==> src/rtl/priority_scan_encoder_pkg.sv <==
// Shared types and helpers for the priority scan encoder.
package priority_scan_pkg;

  // Widest request vector the encoder supports.
  localparam int MAX_WIDTH = 256;
  localparam int MAX_CNT_W = $clog2(MAX_WIDTH + 1);

  typedef enum logic {
    IDLE = 1'b0,
    SCAN = 1'b1
  } scan_state_t;

  // Population count of the lowest 'width' bits of a zero-extended vector.
  function automatic logic [MAX_CNT_W-1:0] popcount(input logic [MAX_WIDTH-1:0] vec,
                                                    input int                  width);
    logic [MAX_CNT_W-1:0] cnt;
    cnt = '0;
    for (int i = 0; i < MAX_WIDTH; i++) begin
      if (i < width) cnt += MAX_CNT_W'(vec[i]);
    end
    return cnt;
  endfunction

endpackage

==> src/rtl/priority_scan_encoder_if.sv <==
// Producer/consumer bus of the priority scan encoder.
interface priority_scan_if #(
  parameter int WIDTH = 8
);
  localparam int POS_W = $clog2(WIDTH);
  localparam int CNT_W = $clog2(WIDTH + 1);

  logic             in_valid;
  logic             in_ready;
  logic [WIDTH-1:0] in;
  logic             out_valid;
  logic             out_ready;
  logic [POS_W-1:0] pos;
  logic             out_last;
  logic [CNT_W-1:0] hit_count;
  logic             none;

  // Environment side: produces vectors and consumes beats.
  modport master (
    output in_valid, in, out_ready,
    input  in_ready, out_valid, pos, out_last, hit_count, none
  );

  // Encoder side.
  modport slave (
    input  in_valid, in, out_ready,
    output in_ready, out_valid, pos, out_last, hit_count, none
  );
endinterface

==> src/rtl/priority_scan_encoder_pick.sv <==
// Combinational picker: highest-priority set bit of a vector.
module priority_pick
  import priority_scan_pkg::*;
#(
  parameter int WIDTH     = 8,
  parameter int MSB_FIRST = 0,
  localparam int POS_W    = $clog2(WIDTH)
) (
  input  logic [WIDTH-1:0] i_vec,
  output logic [POS_W-1:0] o_idx,
  output logic [WIDTH-1:0] o_onehot,
  output logic             o_found,
  output logic             o_single
);

  // Scan so that the highest-priority set bit is the last one written.
  always_comb begin
    // NOTE: every output gets a default first so no path leaves it unassigned (no latch).
    o_idx    = '0;
    o_onehot = '0;
    o_found  = 1'b0;
    if (MSB_FIRST != 0) begin
      for (int i = 0; i < WIDTH; i++) begin
        if (i_vec[i]) begin
          o_idx       = POS_W'(i);
          o_onehot    = '0;
          o_onehot[i] = 1'b1;
          o_found     = 1'b1;
        end
      end
    end else begin
      for (int i = WIDTH - 1; i >= 0; i--) begin
        if (i_vec[i]) begin
          o_idx       = POS_W'(i);
          o_onehot    = '0;
          o_onehot[i] = 1'b1;
          o_found     = 1'b1;
        end
      end
    end
  end

  // Exactly one bit set: non-zero and clearing the lowest set bit leaves nothing.
  assign o_single = o_found && ((i_vec & (i_vec - WIDTH'(1))) == '0);

endmodule

==> src/rtl/priority_scan_encoder.sv <==
// Sequential priority encoder: emits the index of every set bit of an
// accepted vector, one per beat, in priority order.
module priority_scan_encoder
  import priority_scan_pkg::*;
#(
  parameter int WIDTH     = 8,
  parameter int MSB_FIRST = 0,
  localparam int POS_W    = $clog2(WIDTH),
  localparam int CNT_W    = $clog2(WIDTH + 1)
) (
  input logic            clk,
  input logic            areset,
  priority_scan_if.slave bus
);

  scan_state_t      r_state;
  logic [WIDTH-1:0] r_mask;
  logic [CNT_W-1:0] r_hit_count;
  logic             r_none;

  logic [POS_W-1:0] w_idx;
  logic [WIDTH-1:0] w_onehot;
  logic             w_found;
  logic             w_single;
  logic             w_out_valid;
  logic             w_out_fire;
  logic             w_in_ready;
  logic             w_in_fire;
  logic             w_in_zero;

  // Outputs are decoded from the mask register only, never from bus.in.
  priority_pick #(
    .WIDTH     (WIDTH),
    .MSB_FIRST (MSB_FIRST)
  ) u_pick (
    .i_vec    (r_mask),
    .o_idx    (w_idx),
    .o_onehot (w_onehot),
    .o_found  (w_found),
    .o_single (w_single)
  );

  assign w_out_valid = (r_state == SCAN);
  assign w_out_fire  = w_out_valid && bus.out_ready;
  // Accept a new vector while idle or during the final beat (zero-bubble reload).
  assign w_in_ready  = (r_state == IDLE) || (w_out_fire && w_single);
  assign w_in_fire   = bus.in_valid && w_in_ready;
  assign w_in_zero   = (bus.in == '0);

  // Scan FSM: load on accept, clear the emitted bit on each beat transfer.
  always_ff @(posedge clk or posedge areset) begin
    if (areset) begin
      r_state     <= IDLE;
      r_mask      <= '0;
      r_hit_count <= '0;
      r_none      <= 1'b0;
    end else begin
      // NOTE: non-blocking assignments keep every register sampling pre-edge values.
      r_none <= w_in_fire && w_in_zero;
      unique case (r_state)
        IDLE: begin
          if (w_in_fire && !w_in_zero) begin
            r_mask      <= bus.in;
            r_hit_count <= CNT_W'(popcount(MAX_WIDTH'(bus.in), WIDTH));
            r_state     <= SCAN;
          end
        end
        SCAN: begin
          if (w_out_fire) begin
            if (w_in_fire && !w_in_zero) begin
              r_mask      <= bus.in;
              r_hit_count <= CNT_W'(popcount(MAX_WIDTH'(bus.in), WIDTH));
            end else begin
              r_mask <= r_mask & ~w_onehot;
              if (w_single) r_state <= IDLE;
            end
          end
        end
        default: r_state <= IDLE;
      endcase
    end
  end

  assign bus.in_ready  = w_in_ready;
  assign bus.out_valid = w_out_valid;
  assign bus.pos       = w_idx;
  assign bus.out_last  = w_single;
  assign bus.hit_count = r_hit_count;
  assign bus.none      = r_none;

  // w_found is implied by out_valid (the mask is never zero while scanning).
  logic w_unused;
  assign w_unused = w_found;

endmodule

==> src/flat_wrapper.sv <==
// flat-port wrapper written by rule: the top's interface ports become plain ports
module priority_scan_encoder_flat import priority_scan_pkg::*;
#(
  parameter int WIDTH     = 8,
  parameter int MSB_FIRST = 0,
  localparam int POS_W    = $clog2(WIDTH),
  localparam int CNT_W    = $clog2(WIDTH + 1)
)
  (clk, areset, bus_in_valid, bus_in, bus_out_ready, bus_in_ready, bus_out_valid, bus_pos, bus_out_last, bus_hit_count, bus_none);
  priority_scan_if #(.WIDTH(WIDTH)) bus_i ();
  input logic clk;
  input logic areset;
  input wire logic [$bits(bus_i.in_valid)-1:0] bus_in_valid;
  input wire logic [$bits(bus_i.in)-1:0] bus_in;
  input wire logic [$bits(bus_i.out_ready)-1:0] bus_out_ready;
  output wire logic [$bits(bus_i.in_ready)-1:0] bus_in_ready;
  output wire logic [$bits(bus_i.out_valid)-1:0] bus_out_valid;
  output wire logic [$bits(bus_i.pos)-1:0] bus_pos;
  output wire logic [$bits(bus_i.out_last)-1:0] bus_out_last;
  output wire logic [$bits(bus_i.hit_count)-1:0] bus_hit_count;
  output wire logic [$bits(bus_i.none)-1:0] bus_none;
  assign bus_i.in_valid = bus_in_valid;
  assign bus_i.in = bus_in;
  assign bus_i.out_ready = bus_out_ready;
  assign bus_in_ready = bus_i.in_ready;
  assign bus_out_valid = bus_i.out_valid;
  assign bus_pos = bus_i.pos;
  assign bus_out_last = bus_i.out_last;
  assign bus_hit_count = bus_i.hit_count;
  assign bus_none = bus_i.none;
  priority_scan_encoder #(.WIDTH(WIDTH), .MSB_FIRST(MSB_FIRST)) u_core (.clk(clk), .areset(areset), .bus(bus_i));
endmodule
==> config.mk <==
export PLATFORM = sky130hd
export DESIGN_NAME = priority_scan_encoder_flat
export DESIGN_NICKNAME = d
export VERILOG_FILES = /design/src/rtl/priority_scan_encoder_pkg.sv /design/src/rtl/priority_scan_encoder_if.sv /design/src/rtl/priority_scan_encoder_pick.sv /design/src/rtl/priority_scan_encoder.sv /design/src/flat_wrapper.sv
export SDC_FILE = /design/constraint.sdc
export NUM_CORES = 1
export LEC_CHECK = 0
export ABC_AREA = 1
export CAP_MARGIN = 20
export CORE_MARGIN = 2
export CORE_UTILIZATION = 55
export CTS_BUF_LIST = sky130_fd_sc_hd__clkbuf_2 sky130_fd_sc_hd__clkbuf_4 sky130_fd_sc_hd__clkbuf_8
export CTS_CLUSTER_SIZE = 8
export DETAILED_ROUTE_END_ITERATION = 12
export PLACE_DENSITY = 0.94
export SLEW_MARGIN = 10
export SYNTH_ARGS = -nofsm -noshare
export SYNTH_HDL_FRONTEND = slang
export SYNTH_SLANG_ARGS = --single-unit
export TNS_END_PERCENT = 5
==> constraint.sdc <==
create_clock -name clk -period 4.4 [get_ports clk]
set_input_delay 0.88 -clock clk [delete_from_list [all_inputs] [get_ports clk]]
set_output_delay 0.88 -clock clk [all_outputs]
set_load 0.1 [all_outputs]
After elaboration in Yosys (flattened, before gate mapping)

Cells that the tools add are included.

Equality and inequality tests: 3
Reduce and logical (&&, ||, !) cells: 12
$mul: 0
Muxes and demuxes: 71
$lt $le $gt $ge: 0
$add $sub $neg: 15
Shift operators: 0
Divide/modulo/power cells: 0
Bitwise gates (word level): 4

Operators with widths:

| kind                                              | count |
|---|---|
| 2-to-1 mux 4 bit                                  | 37 |
| 2-to-1 mux 8 bit                                  | 11 |
| adder 4 x 1 -> 4 bit                              | 14 |
| 2-to-1 mux 3 bit                                  | 8 |
| AND 8 bit                                         | 2 |
| zero test 8 bit                                   | 2 |
| one-hot mux 8 bit (2 select lines)                | 1 |
| 2-to-1 mux 1 bit                                  | 12 |
| NOT 8 bit                                         | 1 |
| one-hot mux 4 bit (2 select lines)                | 1 |
| subtractor 8 x 1 -> 8 bit (second input constant) | 1 |
| logical AND 1 bit                                 | 6 |
| inequality test 2 bit (second input constant)     | 3 |
| AND reduction 3 bit                               | 1 |
| one-hot mux 1 bit (2 select lines)                | 1 |
| AND reduction 2 bit                               | 1 |
| zero test 1 bit                                   | 1 |
| logical OR 1 bit                                  | 1 |
| NOT 1 bit                                         | 1 |

Bits in latches: 0
Word-level logic and storage cells: 109
Input bits: 12
ROM bits: 0
Output and inout port bits: 11
Register bits: 14
Memory bits (writable): 0
Memories kept: 0

Depth between registers and ports, before layout

Gate-level depths: netlist of the first run.

Depth after elaboration: 44
Depth in mapped cells: 14
Mapped depth without buffers: 14

Cells and area by module

A second synthesis of the first run with hierarchy kept.

Cell total of the unflattened synthesis: 185
Area total of the unflattened synthesis: 1281.2 sq um

By module, submodules not included:

| module                | sequential area each (sq um) | times used | area each (sq um) | cells an instance |
|---|---|---|---|---|
| priority_scan_encoder | 350.3                        | 1          | 1053.5            | 139 |
| priority_pick         | 0.0                          | 1          | 227.7             | 46 |

Worst setup path before layout of the first run

Ideal clock, no wire load.

Path type: reg2out
Start: reg u_core.r_mask[5]
End: out bus_pos[1]
Required time: 3.520 ns
Stages on the path, launching flop included: 4
Path buffers: 0
Setup slack: 0.728 ns
Arrival time: 2.792 ns
Path through: dfrtp_1 nor2_2 o21ai_0 a21boi_0

Longest elaborated chain between the ends: 6

Ends and longest elaborated chain:

| element                        | RTL line                         | text |
|---|---|---|
| from (decl)                    | priority_scan_encoder.sv:17      | `logic [WIDTH-1:0] r_mask;` |
| from (signal assigned)         | priority_scan_encoder.sv:63      | `r_mask <= bus.in;` |
| from (signal assigned)         | priority_scan_encoder.sv:71      | `r_mask <= bus.in;` |
| from (signal assigned)         | priority_scan_encoder.sv:74      | `r_mask <= r_mask & ~w_onehot;` |
| 2-to-1 mux 3 bit (6 in series) | priority_scan_encoder_pick.sv:33 | `if (i_vec[i]) begin` |
| to (decl)                      | flat_wrapper.sv:18               | `output wire logic [$bits(bus_i.pos)-1:0] bus_pos;` |

No other way between the ends.

Worst setup path in the final report of the first run

Start: in bus_in[0]
End: reg u_core.r_hit_count[3] (netlist: u_core.bus.hit_count[3])

Longest elaborated chain between the ends: 31
Elaborated cells between the ends (all ways): 58
Classes of those cells: 14 x add/sub; 2 x eq/ne; 38 x mux; 4 x reduce/logical

Ends and longest elaborated chain:

| element                            | RTL line                                                 | text |
|---|---|---|
| from (decl)                        | flat_wrapper.sv:14                                       | `input wire logic [$bits(bus_i.in)-1:0] bus_in;` |
| 2-to-1 mux 4 bit                   | priority_scan_encoder.sv:62, priority_scan_encoder.sv:70 |  |
| 2-to-1 mux 4 bit                   | priority_scan_encoder.sv:69                              | `if (w_out_fire) begin` |
| 2-to-1 mux 4 bit                   | priority_scan_encoder.sv:60                              | `unique case (r_state)` |
| adder 4 x 1 -> 4 bit               | priority_scan_encoder_pkg.sv:19                          | `if (i < width) cnt += MAX_CNT_W'(vec[i]);` |
| 2-to-1 mux 4 bit                   | priority_scan_encoder.sv:70                              | `if (w_in_fire && !w_in_zero) begin` |
| 2-to-1 mux 4 bit                   | priority_scan_encoder.sv:69                              |  |
| 2-to-1 mux 4 bit                   | priority_scan_encoder.sv:60                              |  |
| adder 4 x 1 -> 4 bit               | priority_scan_encoder_pkg.sv:19                          |  |
| [15 not listed]                    | -                                                        |  |
| adder 4 x 1 -> 4 bit               | priority_scan_encoder_pkg.sv:19                          |  |
| 2-to-1 mux 4 bit                   | priority_scan_encoder.sv:70                              |  |
| 2-to-1 mux 4 bit                   | priority_scan_encoder.sv:69                              |  |
| 2-to-1 mux 4 bit                   | priority_scan_encoder.sv:60                              |  |
| adder 4 x 1 -> 4 bit               | priority_scan_encoder_pkg.sv:19                          |  |
| 2-to-1 mux 4 bit                   | priority_scan_encoder.sv:70                              |  |
| 2-to-1 mux 4 bit                   | priority_scan_encoder.sv:69                              |  |
| one-hot mux 4 bit (2 select lines) | priority_scan_encoder.sv:60                              |  |
| to (signal assigned)               | priority_scan_encoder.sv:64                              | `r_hit_count <= CNT_W'(popcount(MAX_WIDTH'(bus.in), WIDTH));` |
| to (signal assigned)               | priority_scan_encoder.sv:72                              | `r_hit_count <= CNT_W'(popcount(MAX_WIDTH'(bus.in), WIDTH));` |
| to (decl)                          | priority_scan_encoder.sv:18                              | `logic [CNT_W-1:0] r_hit_count;` |

Parallel ways exist; a longest one is shown, timed or not. The select of a mux whose other input is x is not followed.
A chain may end at the register's enable or synchronous reset.

==> results.cfg, run 1 <==
[yosys]
synthCells = 159
ys_warn_count = 0
ys_ff_latch = 14
avgSynthCellArea_sq_um = 7.81
yosysUniqueCellTypes = 27
syn_area_sq_um = 1240
syn_nets = 186
ys_seq_area_share_pct = 28.2

[global_route]
track_usage_pct = 25.8
overflow = 0
grt_max_degree = 16
grt_pass1_wl_microns = 5050
grt_pass1_vias = 1162
antenna_found_initial = 0

[timing]
finalHoldViolations = 0
max_clock_freq_ghz = 0.260
clock_skew_ps = 9.11
min_period_ps = 3850
worst_pin_slew_ps = 973
drv_slew = 0
max_slew_margin_pct = 35.0
setup_tns_ps = 0
fin_crit_sh_pct = 87.5
setup_viol = 0
rsz0062_at_grt = no

[final_layout]
drive_gt1_share_pct = 9.94
n_antenna_cell = 0
final-seq-area_sq_um = 350
multi_input_area_sq_um = 787
final_common_cell = nand2_1
n_fill_cell = 181
layout_common_cells = nand2_1 (33), nand3_1 (25), clkdlybuf4s50_1 (21)
nets = 209
syn2layout_area_growth_pct = 21.0

[floorplan]
rows = 17
coreArea_sq_um = 2170
initial_core_util_pct = 57.2
dieArea_sq_um = 2650
die_y_microns = 51.5
io_pins = 23
die_x_microns = 51.5

[placed_design]
gp_congestion = 1.00
hpwlAfterDp_microns = 2280
port_buffers = 22

[clock_tree]
cts_made_buffers = 3
ctsHtreeMaxLevel = 1
clkLatencyLatePin_ps = 300
cts_sinks = 14
clk_path_buf_depth = 2
cts_tree = done
cts_resized = 0
cts-hold-fix-buffers = 0
path_clk_slew_ps = 100
cts_root_buffer = clkbuf_4
cts_setup_buffers = 0

[route]
post-route-drc-count = 0
ant_nets = 0
via_per_inst = 5.76
via_count = 1203
dr.first_iter.drc_count = 65
wl_microns = 2900
dr.pass1.iters = 4
wl_per_cell_microns = 13.9

[critical_path]
worst_setup_path_start_kind = input port
timing.rr.start = u_core.r_mask[0]
worst_setup_path_end_kind = flip-flop
worst-setup-path-type = in2reg
worstPathRequired_ps = 4580
cp_data_arrival_time_ps = 4030
crit_fanout = 3
worstSetupStartpoint = bus_in[0]

[outcome]
status = completed

[min_path]
worstHoldPathType = reg2reg
min_from = u_core.bus.hit_count[1]

[flow_run]
max_cap_viol_count = 0
==> routing by layer <==
metal / GRT usage [%] / vias to the layer above / share of wire [%]
met5: 0 / - / 0
met3: 4.02 / 9 / 6.0
li1: - / 579 / -
met2: 45.9 / 55 / 53
met1: 30.7 / 560 / 39
met4: 11.0 / 0 / 2.2
==> sequential cells by signal, summed over array words and instances (netlist names) <==
register / count
u_core.bus.hit_count: 4
u_core.bus.none: 1
u_core.bus.out_valid: 1
u_core.r_mask: 8
==> Yosys cell counts <==
cell	count	area, sq um
nand2_1	33	124
nand3_1	25	125
inv_1	20	75.1
dfrtp_1	14	350
ha_1	13	163
nand4_1	10	62.6
nor2_1	7	26.3
xor2_1	5	43.8
o21ai_1	4	20.0
a21oi_1	3	15.0
nand2_2	3	18.8
nand3_2	3	30.0
buf_2	2	10.0
fa_1	2	40.0
nor2_2	2	12.5
o21ai_0	2	10.0
a21boi_0	1	7.51
a21o_1	1	7.51
and3_1	1	6.26
buf_4	1	7.51
buf_6	1	11.3
nand3_4	1	17.5
nand4_2	1	12.5
nand4_4	1	21.3
nor2_4	1	11.3
nor4_1	1	6.26
or2_2	1	6.26
==> logic make-up after synthesis <==
kind of cell               Yosys count  synth area share (%)
DFF                                 14                  28.2
xor gates and xnor gates             5                  3.53
AOI/OAI and AO/OA                   11                  4.84
adders and majority gates           15                  16.3
buffers and inverters               24                  8.37
and+or+nand+nor                     90                  38.7
==> critical path, stage by stage <==
cell	delay [ps]
clkdlybuf4s50_1	480
fa_1	570
ha_1	190
fa_1	460
ha_1	330
ha_1	320
ha_1	210
xor2_1	260
nor2_1	90
inv_1	60
nand2_1	40
nand3_1	80
nand2_1	60
==> final cells by class <==
type	count	share of cell area, %
Inverter	20	5.00
Multi-Input combinational cell	121	52.4
Timing Repair Buffer	22	14.5
Tap cell	28	2.33
Sequential cell	14	23.3
Clock buffer	4	2.42
==> final timing paths <==
kind	endpoint	slack, ps	cells past startpoint
min reg2reg	u_core.bus.hit_count[1]	500	2
max in group asynchronous	u_core.r_mask[3]	3130	2
max reg2reg	u_core.r_mask[2]	2360	9
max	u_core.bus.hit_count[3]	550	13
min	u_core.bus.hit_count[1]	500	2
min in group asynchronous	u_core.r_mask[7]	910	2
==> metrics by stage <==
| step | cell area (sq um) | hold WS, ps | instances | setup WS (ps) | utilization [%] |
|---|---|---|---|---|---|
| 2_1_floorplan | 1240 | 519 | 159 | 728 | - |
| 3_3_place_gp | 1470 | 470 | 205 | 378 | 67.5 |
| 3_5_place_dp | 1470 | 470 | 205 | 215 | 67.5 |
| 4_1_cts | 1500 | 496 | 209 | 528 | 69.2 |
| 5_1_grt | 1500 | 529 | 209 | 367 | 69.2 |
| 6_report | 1500 | 499 | 209 | 550 | 69.2 |
Power of run 1 is not shown: default switching activity piles up to over one toggle a cycle in this logic, so the estimate is an artifact.
==> inputs of run 2 (changes only) <==
Settings changed: CAP_MARGIN 20 to unset.
==> results of run 2 <==
Same layout as run 1: the final DEF is identical, and so are final timing and power.
Power of run 2 is left out for the same reason.
